--- config.mk ---
export PLATFORM = sky130hd
export DESIGN_NAME = alu_share_ctrl
export DESIGN_NICKNAME = d
export VERILOG_FILES = /design/src/rtl/alu_pkg.sv /design/src/rtl/alu_share_ctrl_alu.sv /design/src/rtl/alu_share_ctrl.sv
export SDC_FILE = /design/constraint.sdc
export NUM_CORES = 1
export LEC_CHECK = 0
export CORE_MARGIN = 1.5
export CORE_UTILIZATION = 51
export DETAILED_ROUTE_END_ITERATION = 10
export PLACE_DENSITY = 0.82
export SLEW_MARGIN = 20
export SYNTH_ARGS = -nofsm -noshare
export SYNTH_HDL_FRONTEND = slang
export SYNTH_SLANG_ARGS = --single-unit
--- constraint.sdc ---
create_clock -name clk -period 3.5 [get_ports clk]
set_input_delay 0.35 -clock clk [delete_from_list [all_inputs] [get_ports clk]]
set_output_delay 0.35 -clock clk [all_outputs]
set_load 0.03 [all_outputs]
--- src/rtl/alu_pkg.sv ---
// alu_pkg: funct codes, sequencer state encoding and funct-valid check
// shared by the ALU sharing controller and its ALU.
`default_nettype none

package alu_pkg;

  localparam logic [5:0] FN_ADD = 6'd27;
  localparam logic [5:0] FN_SUB = 6'd28;
  localparam logic [5:0] FN_SRL = 6'd29;
  localparam logic [5:0] FN_SLL = 6'd30;
  localparam logic [5:0] FN_XOR = 6'd31;
  localparam logic [5:0] FN_AND = 6'd32;

  typedef enum logic [1:0] {
    IDLE = 2'd0,
    EXEC = 2'd1,
    RESP = 2'd2
  } state_e;

  function automatic logic funct_valid(input logic [5:0] funct);
    return (funct >= FN_ADD) && (funct <= FN_AND);
  endfunction

endpackage

`default_nettype wire

--- src/rtl/alu_share_ctrl_alu.sv ---
// ALU: purely combinational 32-bit ALU; carry is meaningful for ADD only.
`default_nettype none

module ALU
  import alu_pkg::*;
(
  input  logic [31:0] a_i,
  input  logic [31:0] b_i,
  input  logic [5:0]  funct_i,
  input  logic [4:0]  shamt_i,
  output logic [31:0] result_o,
  output logic        carry_o
);

  logic [32:0] sum;

  always_comb begin
    sum      = {1'b0, a_i} + {1'b0, b_i};
    result_o = 32'd0;
    carry_o  = 1'b0;
    case (funct_i)
      FN_ADD: begin
        result_o = sum[31:0];
        carry_o  = sum[32];
      end
      FN_SUB:  result_o = a_i - b_i;
      FN_SRL:  result_o = a_i >> shamt_i;
      FN_SLL:  result_o = a_i << shamt_i;
      FN_XOR:  result_o = a_i ^ b_i;
      FN_AND:  result_o = a_i & b_i;
      default: result_o = 32'd0;
    endcase
  end

endmodule

`default_nettype wire

--- src/rtl/alu_share_ctrl.sv ---
// alu_share_ctrl: arbitrates two requesters onto one ALU and returns a
// registered, ID-tagged response over valid/ready.
`default_nettype none

module alu_share_ctrl
  import alu_pkg::*;
#(
  parameter int PRIO_MODE = 0,
  parameter int CNT_W     = 16
) (
  input  logic             clk,
  input  logic             rst_n,
  input  logic             req0_valid,
  output logic             req0_ready,
  input  logic [31:0]      req0_src1,
  input  logic [31:0]      req0_src2,
  input  logic [5:0]       req0_funct,
  input  logic [4:0]       req0_shamt,
  input  logic             req1_valid,
  output logic             req1_ready,
  input  logic [31:0]      req1_src1,
  input  logic [31:0]      req1_src2,
  input  logic [5:0]       req1_funct,
  input  logic [4:0]       req1_shamt,
  output logic             rsp_valid,
  input  logic             rsp_ready,
  output logic             rsp_id,
  output logic [31:0]      rsp_result,
  output logic             rsp_zero,
  output logic             rsp_carry,
  output logic             rsp_err,
  output logic             busy,
  output logic [CNT_W-1:0] ops_done
);

  state_e            state_q, state_d;
  logic              last_grant_q;
  logic [31:0]       op_src1_q, op_src2_q;
  logic [5:0]        op_funct_q;
  logic [4:0]        op_shamt_q;
  logic              op_id_q;
  logic              rsp_id_q, rsp_zero_q, rsp_carry_q, rsp_err_q;
  logic [31:0]       rsp_result_q;
  logic [CNT_W-1:0]  ops_done_q;

  logic              grant_id;
  logic              accept;
  logic [31:0]       alu_result;
  logic              alu_carry;

  ALU u_alu (
    .a_i      (op_src1_q),
    .b_i      (op_src2_q),
    .funct_i  (op_funct_q),
    .shamt_i  (op_shamt_q),
    .result_o (alu_result),
    .carry_o  (alu_carry)
  );

  // Contention goes to the port that did not win last time, unless fixed priority.
  always_comb begin
    grant_id = 1'b0;
    if (req0_valid && req1_valid) begin
      grant_id = (PRIO_MODE != 0) ? 1'b0 : ~last_grant_q;
    end else begin
      grant_id = ~req0_valid;
    end
  end

  assign req0_ready = (state_q == IDLE) && req0_valid && !grant_id;
  assign req1_ready = (state_q == IDLE) && req1_valid && grant_id;
  assign accept     = req0_ready || req1_ready;

  always_comb begin
    state_d = state_q;
    case (state_q)
      IDLE:    if (accept) state_d = EXEC;
      EXEC:    state_d = RESP;
      RESP:    if (rsp_ready) state_d = IDLE;
      default: state_d = IDLE;
    endcase
  end

  always_ff @(posedge clk or negedge rst_n) begin
    if (!rst_n) begin
      state_q      <= IDLE;
      last_grant_q <= 1'b1;
      op_src1_q    <= 32'd0;
      op_src2_q    <= 32'd0;
      op_funct_q   <= 6'd0;
      op_shamt_q   <= 5'd0;
      op_id_q      <= 1'b0;
      rsp_id_q     <= 1'b0;
      rsp_result_q <= 32'd0;
      rsp_zero_q   <= 1'b0;
      rsp_carry_q  <= 1'b0;
      rsp_err_q    <= 1'b0;
      ops_done_q   <= '0;
    end else begin
      state_q <= state_d;
      if (accept) begin
        op_src1_q    <= grant_id ? req1_src1  : req0_src1;
        op_src2_q    <= grant_id ? req1_src2  : req0_src2;
        op_funct_q   <= grant_id ? req1_funct : req0_funct;
        op_shamt_q   <= grant_id ? req1_shamt : req0_shamt;
        op_id_q      <= grant_id;
        last_grant_q <= grant_id;
      end
      if (state_q == EXEC) begin
        rsp_id_q <= op_id_q;
        if (funct_valid(op_funct_q)) begin
          rsp_result_q <= alu_result;
          rsp_zero_q   <= (alu_result == 32'd0);
          rsp_carry_q  <= alu_carry;
          rsp_err_q    <= 1'b0;
        end else begin
          rsp_result_q <= 32'd0;
          rsp_zero_q   <= 1'b0;
          rsp_carry_q  <= 1'b0;
          rsp_err_q    <= 1'b1;
        end
      end
      if ((state_q == RESP) && rsp_ready) begin
        ops_done_q <= ops_done_q + 1'b1;
      end
    end
  end

  assign rsp_valid  = (state_q == RESP);
  assign busy       = (state_q != IDLE);
  assign rsp_id     = rsp_id_q;
  assign rsp_result = rsp_result_q;
  assign rsp_zero   = rsp_zero_q;
  assign rsp_carry  = rsp_carry_q;
  assign rsp_err    = rsp_err_q;
  assign ops_done   = ops_done_q;

endmodule

`default_nettype wire

==> impl_metrics.yaml <==
floorplanning:
  io_pins: 211
  start_util_pct: 51.7
  die_w_um: 171
  rows: 61
  die-area_um2: 29200
  core-area_um2: 27800
  fp.dieH_um: 171
global_route:
  grt_overflow_total: 0
  grt_pass1_vias: 17778
  antenna_found_initial: 1
  grt_pass1_wl_mm: 105
  grt_max_degree: 78
  grt_usage_pct: 48.4
sta:
  report.final.slew_viol_count: 0
  finalWorstPathRequiredPeriod_ps: 3890
  worst_slack_ps: -388
  tightest_slew_ps: 1030
  finalSetupTns_ps: -1010
  fmax_mhz: 257
  hold_viol_final: 0
  maxSlewHeadroom_pct: 30.9
  clock_skew_ps: 17.1
  setup_viol_count_final: 5
  timing.final.crit_share_pct: 111
  grt_setup_unrepaired: "true"
clocking:
  cts_sinks: 131
  cts_buffers: 17
  cts-root-buf: "clkbuf_16"
  clk_latency_ps: 460
  cts_tree: "done"
  clockBufferDepth: 2
  htree_levels: 4
  cts.clk_slew.worst_paths_ps: 70
worst_setup_path:
  cp-end-kind: "flip-flop"
  cp.arrival_ps: 4280
  crit_buf_inv: 2
  crit_path_cell_trace: "buf_4, nor2b_1, a22oi_1, a31oi_1, buf_4, a221o_1, nand3_1, nor2_1, and4b_1, and4_1, nand4_1, or3_1, nor4_2, a22o_1"
  startpoint_type: "flip-flop"
  cp.required_ps: 3890
  critPathMaxStageDelay_ps: 600
  slowest_stage: "nor2b_1"
  cp_common_cell: "buf_4"
  crit_type: "flip-flop to flip-flop"
  worstPathMaxFanout: 12
  cp_top_family: "simple AND/OR/NAND/NOR gates"
synth:
  synth_area_um2: 14400
  ys_seq_elements: 131
  synth_nets: 1990
  synthArstFlopShare_pct: 100
  ys_types: 87
  synth-main-ff-cell: "dfrtp_1"
  avgSynthCellArea_um2: 8.13
  syn_inst: 1768
  synth_edf_count: 0
  synth_warnings: 0
  ys_seq_area_share_pct: 22.8
layout:
  final_common_cell: "buf_4"
  most-common-layout-cells: "buf_4 (471), clkdlybuf4s50_1 (209), nor2_1 (195)"
  layout.nets: 2557
  final_area_um2: 21100
  drive_above_1_share_pct: 28.9
  area_growth_pct: 46.7
power:
  power.density_nw_per_um2: 1330
  ir_worst_vdd_uv: 1040
  p_leak_nw: 9.44
  total_power_mw: 28.0
route:
  wire_per_inst_um: 25.9
  dr.pass1.iters: 6
  ant_nets: 0
  num_vias: 18333
  wirelength_mm: 70.7
  via_per_inst: 6.72
  drc: 0
  drt-initial-drc-count: 2686
place:
  routabilityCongestion: 1.13
  place_ws_ps: -354
  port_buffers: 210
  place_hpwl_mm: 55.6
  dpl_cell_area_um2: 20000
run:
  maxCapViolCount: 0
run_status:
  violations: "negative setup slack"
  status: "finished, violations left"
worst_hold_path:
  hold_class: "primary input to asynchronous set/reset pin"
[per-layer routing]
metal | wire (um) | global-route usage, % | up-vias
li1 | - | - | 7788
met1 | 26700 | 62.9 | 8695
met3 | 9230 | 12.6 | 386
met4 | 4400 | 23.8 | 0
met5 | 0 | 0 | -
met2 | 30400 | 74.5 | 1464
[what timing repair did]
item,4_1_cts,5_1_grt
pin swaps,20,15
endpoints found under the hold margin,56,0
hold buffers,1,0
setup buffers,6,10
gates resized for setup,24,50
setup endpoints to repair,8,11
[cell families after synthesis]
| logic type | count (synthesis) | share of synthesized area, % |
|---|---|---|
| muxes | 221 | 18.9 |
| buffers and inverters | 226 | 6.69 |
| xor gates and xnor gates | 21 | 1.28 |
| adders and majority gates | 67 | 5.94 |
| and+or+nand+nor | 534 | 17.2 |
| AOI/OAI and AO/OA | 568 | 27.1 |
| DFF | 131 | 22.8 |
[state kept, by name, summed over array words and instances, names as in the netlist]
signal,cells
op_src1_q,32
rsp_zero,1
rsp_id,1
op_shamt_q,5
last_grant_q,1
rsp_result,32
op_src2_q,32
rsp_carry,1
state_q,2
op_id_q,1
op_funct_q,6
ops_done,16
rsp_err,1
[cell usage after synthesis, types with 25 or more instances]
cell type | n | area (um^2)
nand3_1 | 44 | 220
o21ai_0 | 71 | 355
a22o_1 | 25 | 219
mux2_2 | 35 | 394
mux4_2 | 37 | 833
ha_1 | 65 | 813
clkbuf_1 | 99 | 372
mux2i_1 | 147 | 1470
nand2_1 | 130 | 488
buf_2 | 27 | 135
a21oi_1 | 181 | 906
o211ai_1 | 28 | 210
inv_1 | 72 | 270
dfrtp_1 | 130 | 3250
a211oi_1 | 31 | 233
nor2_1 | 197 | 739
nor3_1 | 35 | 175
[final timing paths]
kind	startpoint	to	slack, ps	depth (start not counted)
worst max-delay path	op_shamt_q[0]	rsp_zero	-390	14
worst min-delay path	rst_n	rsp_id	480	2
worst max register to register	op_shamt_q[0]	rsp_zero	-390	14
worst min register to register	rsp_result[20]	rsp_result[20]	480	2
max in group asynchronous	rst_n	op_shamt_q[1]	2200	3
min in group clk	rsp_result[20]	rsp_result[20]	480	2
[layout make-up]
| cell class | count | area (um^2) |
|---|---|---|
| clock inverter | 13 | 148 |
| fill | 2010 | 6710 |
| clock buffer | 19 | 453 |
| antenna | 2 | 5.00 |
| tap | 378 | 473 |
| multi-input combinational | 1411 | 10500 |
| timing repair buffer | 698 | 5920 |
| sequential | 131 | 3300 |
| inverter | 76 | 290 |
[stage by stage]
stage	hold WS, ps	utilization [%]	std cells
global placement	408	72.0	2677
CTS	493	74.7	2716
finish	483	75.9	2728
detailed placement	424	72.0	2677
global route	499	75.8	2726
floorplan	54.4	-	1768
[where the power goes]
group | switching [mW] | internal, mW
sequential | 0.894 | 2.18
combinational | 12.7 | 10.3
clock | 0.830 | 1.10
(Power assumes the default switching activity.)
